File: config.mk
export PLATFORM = sky130hd
export DESIGN_NAME = cdb_arbiter_flat
export DESIGN_NICKNAME = d
export VERILOG_FILES = /design/src/rtl/cdb_arbiter_if.sv /design/src/rtl/cdb_arbiter.sv /design/src/flat_wrapper.sv
export SDC_FILE = /design/constraint.sdc
export NUM_CORES = 1
export LEC_CHECK = 0
export BUFFER_PORTS_ARGS = -buffer_cell sky130_fd_sc_hd__buf_2
export CORE_AREA = 2 2 149 151
export DETAILED_ROUTE_END_ITERATION = 12
export DIE_AREA = 0 0 151 153
export GPL_ROUTABILITY_DRIVEN = 0
export SYNTH_ARGS = -nofsm -noshare
export SYNTH_HDL_FRONTEND = slang
export SYNTH_SLANG_ARGS = --single-unit
File: constraint.sdc
create_clock -name clk_i -period 5.01 [get_ports clk_i]
set_input_delay 0.2505 -clock clk_i [delete_from_list [all_inputs] [get_ports clk_i]]
set_output_delay 0.2505 -clock clk_i [all_outputs]
set_load 0.02 [all_outputs]
File: src/rtl/cdb_arbiter_if.sv
// Packet type and request/broadcast bundle for the common-data-bus arbiter.
// Requesters drive the master side; the arbiter owns the slave side.
package cdb_pkg;

   typedef struct packed {
      logic        valid;
      logic [3:0]  rob_entry;
      logic [31:0] data;
      logic        is_branch;
      logic        branch_taken;
      logic [31:0] branch_target;
   } cdb_packet_s;

endpackage

interface cdb_arbiter_if #(
   parameter int N_REQ = 4
);
   import cdb_pkg::*;

   logic                   flush_i;
   logic [N_REQ-1:0]       req_valid_i;
   logic [N_REQ-1:0][31:0] req_data_i;
   logic [N_REQ-1:0][3:0]  req_rob_entry_i;
   logic [N_REQ-1:0]       req_is_branch_i;
   logic [N_REQ-1:0]       req_branch_taken_i;
   logic [N_REQ-1:0][31:0] req_branch_target_i;
   logic [N_REQ-1:0]       req_ready_o;
   cdb_packet_s            cdb_packet_o;
   logic [15:0]            conflict_cnt_o;

   modport master (
      output flush_i,
      output req_valid_i,
      output req_data_i,
      output req_rob_entry_i,
      output req_is_branch_i,
      output req_branch_taken_i,
      output req_branch_target_i,
      input  req_ready_o,
      input  cdb_packet_o,
      input  conflict_cnt_o
   );

   modport slave (
      input  flush_i,
      input  req_valid_i,
      input  req_data_i,
      input  req_rob_entry_i,
      input  req_is_branch_i,
      input  req_branch_taken_i,
      input  req_branch_target_i,
      output req_ready_o,
      output cdb_packet_o,
      output conflict_cnt_o
   );

endinterface

File: src/rtl/cdb_arbiter.sv
// Round-robin arbiter granting one functional-unit result per cycle onto the
// common data bus, with a registered broadcast and a saturating conflict counter.
module cdb_arbiter #(
   parameter int N_REQ = 4
) (
   input logic          clk_i,
   input logic          reset_i,
   cdb_arbiter_if.slave bus
);
   import cdb_pkg::*;

   localparam int             PTR_W   = $clog2(N_REQ);
   localparam logic [PTR_W:0] N_REQ_W = (PTR_W + 1)'(N_REQ);

   // One extra bit of headroom so ptr + offset never overflows before the wrap.
   function automatic logic [PTR_W-1:0] wrap_idx(input logic [PTR_W:0] raw);
      logic [PTR_W:0] adj;
      if (raw >= N_REQ_W) begin
         adj = raw - N_REQ_W;
      end else begin
         adj = raw;
      end
      return adj[PTR_W-1:0];
   endfunction

   function automatic logic [3:0] popcount(input logic [N_REQ-1:0] vec);
      logic [3:0] cnt;
      cnt = 4'd0;
      for (int i = 0; i < N_REQ; i++) begin
         cnt = cnt + {3'd0, vec[i]};
      end
      return cnt;
   endfunction

   logic [PTR_W-1:0] rr_ptr_r;
   cdb_packet_s      packet_r;
   logic [15:0]      conflict_cnt_r;

   logic             grant_any_s;
   logic [PTR_W-1:0] grant_idx_s;
   logic [N_REQ-1:0] ready_s;
   logic [PTR_W-1:0] next_ptr_s;
   cdb_packet_s      grant_pkt_s;
   logic             conflict_s;

   // Round-robin search starting at rr_ptr; reset and flush suppress any grant.
   always_comb begin : grant_search
      logic [PTR_W-1:0] cand;
      grant_any_s = 1'b0;
      grant_idx_s = '0;
      cand        = '0;
      if (!reset_i && !bus.flush_i) begin
         for (int k = 0; k < N_REQ; k++) begin
            cand = wrap_idx({1'b0, rr_ptr_r} + (PTR_W + 1)'(k));
            if (!grant_any_s && bus.req_valid_i[cand]) begin
               grant_any_s = 1'b1;
               grant_idx_s = cand;
            end else begin
               grant_any_s = grant_any_s;
            end
         end
      end else begin
         grant_any_s = 1'b0;
      end
   end

   // One-hot ready, next pointer and the packet to latch for the winner.
   always_comb begin
      ready_s     = '0;
      next_ptr_s  = rr_ptr_r;
      grant_pkt_s = '0;
      if (grant_any_s) begin
         ready_s[grant_idx_s]      = 1'b1;
         next_ptr_s                = wrap_idx({1'b0, grant_idx_s} + (PTR_W + 1)'(1));
         grant_pkt_s.valid         = 1'b1;
         grant_pkt_s.rob_entry     = bus.req_rob_entry_i[grant_idx_s];
         grant_pkt_s.data          = bus.req_data_i[grant_idx_s];
         grant_pkt_s.is_branch     = bus.req_is_branch_i[grant_idx_s];
         grant_pkt_s.branch_taken  = bus.req_branch_taken_i[grant_idx_s];
         grant_pkt_s.branch_target = bus.req_branch_target_i[grant_idx_s];
      end else begin
         ready_s     = '0;
         grant_pkt_s = '0;
      end
   end

   // Conflicts are only counted on cycles that are not flushed.
   always_comb begin
      conflict_s = 1'b0;
      if (!bus.flush_i && (popcount(bus.req_valid_i) >= 4'd2)) begin
         conflict_s = 1'b1;
      end else begin
         conflict_s = 1'b0;
      end
   end

   // Round-robin pointer advances past the winner; holds when nothing is granted.
   always_ff @(posedge clk_i) begin
      if (reset_i) begin
         rr_ptr_r <= '0;
      end else if (grant_any_s) begin
         rr_ptr_r <= next_ptr_s;
      end else begin
         rr_ptr_r <= rr_ptr_r;
      end
   end

   // Broadcast register: granted packet for exactly one cycle, zeros otherwise.
   always_ff @(posedge clk_i) begin
      if (reset_i) begin
         packet_r <= '0;
      end else if (grant_any_s) begin
         packet_r <= grant_pkt_s;
      end else begin
         packet_r <= '0;
      end
   end

   // Saturating conflict counter.
   always_ff @(posedge clk_i) begin
      if (reset_i) begin
         conflict_cnt_r <= 16'd0;
      end else if (conflict_s && (conflict_cnt_r != 16'hFFFF)) begin
         conflict_cnt_r <= conflict_cnt_r + 16'd1;
      end else begin
         conflict_cnt_r <= conflict_cnt_r;
      end
   end

   assign bus.req_ready_o    = ready_s;
   assign bus.cdb_packet_o   = packet_r;
   assign bus.conflict_cnt_o = conflict_cnt_r;

endmodule

File: src/flat_wrapper.sv
// flat-port wrapper written by rule: the top's interface ports become plain ports
module cdb_arbiter_flat import cdb_pkg::*;
#(
   parameter int N_REQ = 4
)
  (clk_i, reset_i, bus_flush_i, bus_req_valid_i, bus_req_data_i, bus_req_rob_entry_i, bus_req_is_branch_i, bus_req_branch_taken_i, bus_req_branch_target_i, bus_req_ready_o, bus_cdb_packet_o, bus_conflict_cnt_o);
  cdb_arbiter_if #(.N_REQ(N_REQ)) bus_i ();
  input logic clk_i;
  input logic reset_i;
  input wire logic [$bits(bus_i.flush_i)-1:0] bus_flush_i;
  input wire logic [$bits(bus_i.req_valid_i)-1:0] bus_req_valid_i;
  input wire logic [$bits(bus_i.req_data_i)-1:0] bus_req_data_i;
  input wire logic [$bits(bus_i.req_rob_entry_i)-1:0] bus_req_rob_entry_i;
  input wire logic [$bits(bus_i.req_is_branch_i)-1:0] bus_req_is_branch_i;
  input wire logic [$bits(bus_i.req_branch_taken_i)-1:0] bus_req_branch_taken_i;
  input wire logic [$bits(bus_i.req_branch_target_i)-1:0] bus_req_branch_target_i;
  output wire logic [$bits(bus_i.req_ready_o)-1:0] bus_req_ready_o;
  output wire logic [$bits(bus_i.cdb_packet_o)-1:0] bus_cdb_packet_o;
  output wire logic [$bits(bus_i.conflict_cnt_o)-1:0] bus_conflict_cnt_o;
  assign bus_i.flush_i = bus_flush_i;
  assign bus_i.req_valid_i = bus_req_valid_i;
  assign bus_i.req_data_i = bus_req_data_i;
  assign bus_i.req_rob_entry_i = bus_req_rob_entry_i;
  assign bus_i.req_is_branch_i = bus_req_is_branch_i;
  assign bus_i.req_branch_taken_i = bus_req_branch_taken_i;
  assign bus_i.req_branch_target_i = bus_req_branch_target_i;
  assign bus_req_ready_o = bus_i.req_ready_o;
  assign bus_cdb_packet_o = bus_i.cdb_packet_o;
  assign bus_conflict_cnt_o = bus_i.conflict_cnt_o;
  cdb_arbiter #(.N_REQ(N_REQ)) u_core (.clk_i(clk_i), .reset_i(reset_i), .bus(bus_i));
endmodule
==> results_dict.tcl, run 1 <==
set metrics [dict create \
    status "completed" \
    grtUsageTotal_pct 14.2 \
    r2r_cells 6 \
    grt-ovfl-total 0 \
    initial_core_util_pct 21.7 \
    synth-xor-area-share_pct 2.25 \
    critPathCaptureType "output pin" \
    layout_common_cells "377 x buf_2, 145 x nand3_1, 89 x dfxtp_1" \
    finalMaxSlewViolations 0 \
    utilization_pct 32.6 \
    drt_iter0_drc 300 \
    synth_area_sq_um 4660 \
    die_h_um 153 \
    area_growth_syn_to_layout_pct 50.0 \
    yosys_warnings 0 \
    synth_compound_area_share_pct 13.6 \
    hold_depth 3 \
    root_buffer "clkbuf_16" \
    synthMuxAreaShare_pct 15.5 \
    setup_viol 0 \
    fmax_mhz 374 \
    slew_headroom_pct 39.6 \
    skew_ns 0.0109 \
    wl_per_cell_um 15.3 \
    multi_input_area_sq_um 2610 \
    startpoint_type "flip-flop" \
    dpl.hpwl_um 13500 \
    avgSynthCellArea_sq_um 9.04 \
    drive_gt1_share_pct 47.5 \
    syn_inst 516 \
    cts_tree "yes" \
    synth_top_family_by_area "simple AND/OR/NAND/NOR gates" \
    cts.clk_slew.worst_paths_ns 0.07 \
    grt_max_degree 79 \
    htree_levels 3 \
    clockBufferDepth 2 \
    fin_crit_ns 2.68 \
    setup_ws_ns 2.33 \
    dr_total_vias 5347 \
    rsz0062_at_grt "false" \
    dr.max_layer_used "met4" \
    drcViolationCount 0 \
    cts_num_sinks 89 \
    finalSetupTns_ns 0 \
    num_io_pins 378 \
    met1Wirelength_um 6930 \
    criticalPathCategory "flip-flop to output pin" \
    period_share_pct 53.4 \
    cap_violations 0 \
    die_w_um 151 \
    synth_seq_cells 89 \
    antenna_left 0 \
    synth_nets 806 \
    worst_pin_slew_ns 0.906 \
    regArea_sq_um 1780 \
    synth-adder-area-share_pct 0.805 \
    wl_met3_um 1450 \
    crit_arrival_ns 2.43 \
    synthSimpleGateAreaFrac_pct 23.5 \
    synth_cell_types 43 \
    cp_max_fo 74 \
    cts_made_buffers 9 \
    synth-edff-count 0 \
    hold_violations 0 \
    wl_um 17600 \
    powerDensity_nw_per_um2 258 \
    dr.pass1.iters 4 \
    rows 54 \
    wl_met2_um 8980 \
    antenna_found_initial 4 \
    grt_pass1_wl_um 25700 \
    cp.required_ns 4.76 \
    core_sq_um 21500 \
    fin_area_sq_um 7000 \
    mostFrequentLayoutCell "buf_2" \
    io_buffer_count 377 \
    cts_resized 0 \
    synth_flop_cell "dfxtp_1" \
    nets 1150 \
    peakVddDrop_v 0.000120 \
    num-fill-cells 2283 \
    p_leak_nw 3.07 \
    holdWs_ns 0.144 \
    die-area_sq_um 23100 \
    async_flop_share_pct 0 \
    post-place-ws_ns 2.50 \
    yosysSeqAreaShare_pct 38.2 \
    postCtsSetupRepairBufs 0 \
    hp-class "input port to flip-flop" \
    vias_per_cell 4.66 \
    place_area_sq_um 6710 \
    clock_latency_ns 0.34 \
    grt_pass1_vias 4973 \
    hold_buffers 0 \
]
[synthesized netlist by cell type (all sizes together), types with 3 or more instances]
cell type | number | share of area, %
ha | 3 | 0.81
xnor2 | 9 | 1.7
nor3b | 3 | 0.70
nand2 | 4 | 0.32
nand3 | 145 | 16
nor2 | 16 | 1.3
o211ai | 70 | 11
dfxtp | 89 | 38
clkbuf | 15 | 1.4
nor3 | 10 | 1.4
inv | 3 | 0.24
nand4 | 6 | 0.94
buf | 33 | 4.4
nor4 | 4 | 0.86
xor2 | 3 | 0.56
nor2b | 3 | 0.40
a21oi | 4 | 0.43
mux2i | 72 | 15
[state kept, by name, indices dropped and copies added, names as in the netlist]
name / cells
u_core.bus.cdb_packet_o: 71
u_core.bus.conflict_cnt_o: 16
u_core.rr_ptr_r: 2
[worst max-delay path, cell delays in order, from the launching register on]
cell and delay (ns):
dfxtp_1 0.45, mux2i_1 0.23, o22ai_1 0.12, nor4_2 0.52
buf_12 0.37, and2_1 0.21, buf_2 0.17
[logic make-up after synthesis]
group / after synthesis
XOR/XNOR: 12
AO/OA/AOI/OAI: 86
adder cells (fa/ha/maj): 3
multiplexers: 72
flip-flops: 89
AND/OR/NAND/NOR: 202
buffers and inverters: 52
[per-stage QoR]
step           power, W  instances
2_1_floorplan  0.000990        516
3_3_place_gp    0.00119       1129
3_5_place_dp    0.00119       1129
4_1_cts         0.00185       1144
5_1_grt         0.00191       1146
6_report        0.00181       1148
[path summary, 6_finish.rpt]
check	startpoint	endpoint	slack, ns
max	u_core.rr_ptr_r[1]	bus_req_ready_o[3]	2.33
min	bus_req_branch_target_i[116]	u_core.bus.cdb_packet_o[20]	0.14
max reg2reg	u_core.rr_ptr_r[1]	u_core.bus.cdb_packet_o[52]	2.60
min reg2reg	u_core.rr_ptr_r[0]	u_core.rr_ptr_r[0]	0.56
[layout make-up]
type                       instances  share of cell area, %
antenna                            4                  0.143
clock buffer                      11                   3.47
clock inverter                     4                  0.429
inverter                           3                  0.161
multi-input combinational        375                   37.3
sequential                        89                   25.5
tap                              280                   5.01
timing repair buffer             382                   28.0
[power by group]
part	internal, W	total (W)	switching (W)
Combinational	0.000172	0.000403	0.000231
Clock	0.000348	0.000639	0.000291
Sequential	0.000749	0.000764	0.0000151
Total	0.00127	0.00181	0.000537
[per-layer routing]
metal  up-vias  GRT usage, %
li1       2637             -
met1      2446          16.0
met2       252          25.8
met3        12          3.55
met4         0          4.94
met5         -             0
(Power assumes the default switching activity.)
==> inputs of run 2 (changes only) <==
Settings changed: CORE_AREA 2 2 149 151 to 2 2 148 150, DIE_AREA 0 0 151 153 to 0 0 150 152.
Clock period 5.01 ns to 2.35 ns, I/O delays scaled along.
==> results_dict.tcl, run 2 (synthesis results as in run 1) <==
set metrics [dict create \
    setup_ws_ns 0.206 \
    htree_levels 3 \
    wl_per_cell_um 15.2 \
    hold_violations 0 \
    root_buffer "clkbuf_16" \
    setup_viol 0 \
    grt_pass1_wl_um 27200 \
    grt_max_degree 81 \
    powerDensity_nw_per_um2 540 \
    antenna_left 0 \
    multi_input_area_sq_um 2610 \
    antenna_found_initial 0 \
    die-area_sq_um 22800 \
    largest_reg_flops 71 \
    vias_per_cell 4.67 \
    period_share_pct 91.2 \
    fin_area_sq_um 7490 \
    path_cells "mux2i_1 -> o22ai_1 -> nor4_2 -> buf_4 -> buf_16 -> and2_1 -> buf_2" \
    p_leak_nw 3.31 \
    regArea_sq_um 1780 \
    num_antenna_cells 0 \
    critPathCaptureType "output pin" \
    criticalPathCategory "flip-flop to output pin" \
    use_met3_pct 3.12 \
    cap_violations 0 \
    drt_iter0_drc 221 \
    num-fill-cells 2229 \
    skew_ns 0.0115 \
    fmax_mhz 466 \
    hp-class "input port to flip-flop" \
    hold_depth 3 \
    initial_core_util_pct 21.8 \
    die_w_um 150 \
    post-place-ws_ns 0.131 \
    r2r_cells 8 \
    grtUsageTotal_pct 14.9 \
    nets 1195 \
    finalSetupTns_ns 0 \
    worst_pin_slew_ns 0.742 \
    core_sq_um 21400 \
    rows 54 \
    max_stage_delay_ns 0.40 \
    drcViolationCount 0 \
    fin_crit_ns 2.14 \
    cts_num_sinks 89 \
    grtUsageMet1_pct 17.3 \
    finalMaxSlewViolations 0 \
    cp_max_fo 15 \
    area_growth_syn_to_layout_pct 60.7 \
    wl_um 18100 \
    clockBufferDepth 2 \
    peakVddDrop_v 0.000262 \
    clock_latency_ns 0.35 \
    startpoint_type "flip-flop" \
    io_buffer_count 377 \
    mostFrequentLayoutCell "buf_2" \
    cts.clk_slew.worst_paths_ns 0.07 \
    drive_gt1_share_pct 46.6 \
    dpl.hpwl_um 13000 \
    place_area_sq_um 6790 \
    die_h_um 152 \
    grtUsageMet2_pct 26.2 \
    cts_made_buffers 9 \
    layout_common_cells "377 x buf_2, 145 x nand3_1, 88 x dfxtp_1" \
    grt.busiest_layer "met2" \
    num_io_pins 378 \
    crit_arrival_ns 2.03 \
    cts_tree "yes" \
    status "completed" \
    grt_pass1_vias 5292 \
    critPathSlowestCell "dfxtp_2" \
    cp.required_ns 2.23 \
    slew_headroom_pct 50.3 \
    utilization_pct 35.1 \
    grt-ovfl-total 0 \
    dr.pass1.iters 4 \
    dr_total_vias 5560 \
    rsz0062_at_grt "false" \
]
-- run 2: power by group --
group,leakage [nW],switching (W),internal (W)
Combinational,2.44,0.000510,0.000429
Clock,0.139,0.000654,0.000830
Sequential,0.728,0.0000305,0.00160
-- run 2: worst max-delay path: cells and delay by family, from the launching register on --
| family | cells | cell delay, ns |
|---|---|---|
| multiplexers | 1 | 0.19 |
| AND/OR/NAND/NOR | 2 | 0.38 |
| flip-flops | 1 | 0.40 |
| buffers and inverters | 3 | 0.59 |
| AO/OA/AOI/OAI | 1 | 0.12 |
-- run 2: stage by stage --
step	hold WS, ns	cells	power, W
floorplan	0.223	516	0.00211
global placement	0.351	1138	0.00253
detailed placement	0.358	1138	0.00254
CTS	0.000682	1187	0.00411
global route	0.00998	1190	0.00426
finish	0.0153	1190	0.00405
-- run 2: layout make-up --
type / count / share of cell area [%]
Clock inverter: 6 / 0.902
Sequential cell: 89 / 23.8
Multi-Input combinational cell: 375 / 34.8
Inverter: 3 / 0.150
Timing Repair Buffer: 427 / 32.6
Clock buffer: 10 / 3.06
Tap cell: 280 / 4.67
-- run 2: per-layer routing --
| layer | vias up | wire, um | share of wire, % |
|---|---|---|---|
| li1 | 2719 | - | - |
| met2 | 269 | 8970 | 50 |
| met1 | 2543 | 7260 | 40 |
| met5 | - | 0 | 0 |
| met4 | 0 | 407 | 2.3 |
| met3 | 29 | 1430 | 7.9 |
-- run 2: what timing repair did --
action | in CTS | in global routing
cloned | 1 | 1
setup buffers | 0 | 1
endpoints found under the setup margin | 2 | 2
hold endpoints to repair | 28 | 1
hold buffers | 32 | 1
gates resized for setup | 2 | 0
pin swaps | 0 | 1
-- run 2: path summary, 6_finish.rpt --
check	from	endpoint	slack, ns
setup / recovery	u_core.rr_ptr_r[1]	bus_req_ready_o[3]	0.21
hold / removal	bus_req_data_i[97]	u_core.bus.cdb_packet_o[35]	0.02
setup reg to reg	u_core.rr_ptr_r[1]	u_core.bus.cdb_packet_o[46]	0.27
hold reg to reg	u_core.rr_ptr_r[0]	u_core.rr_ptr_r[0]	0.55
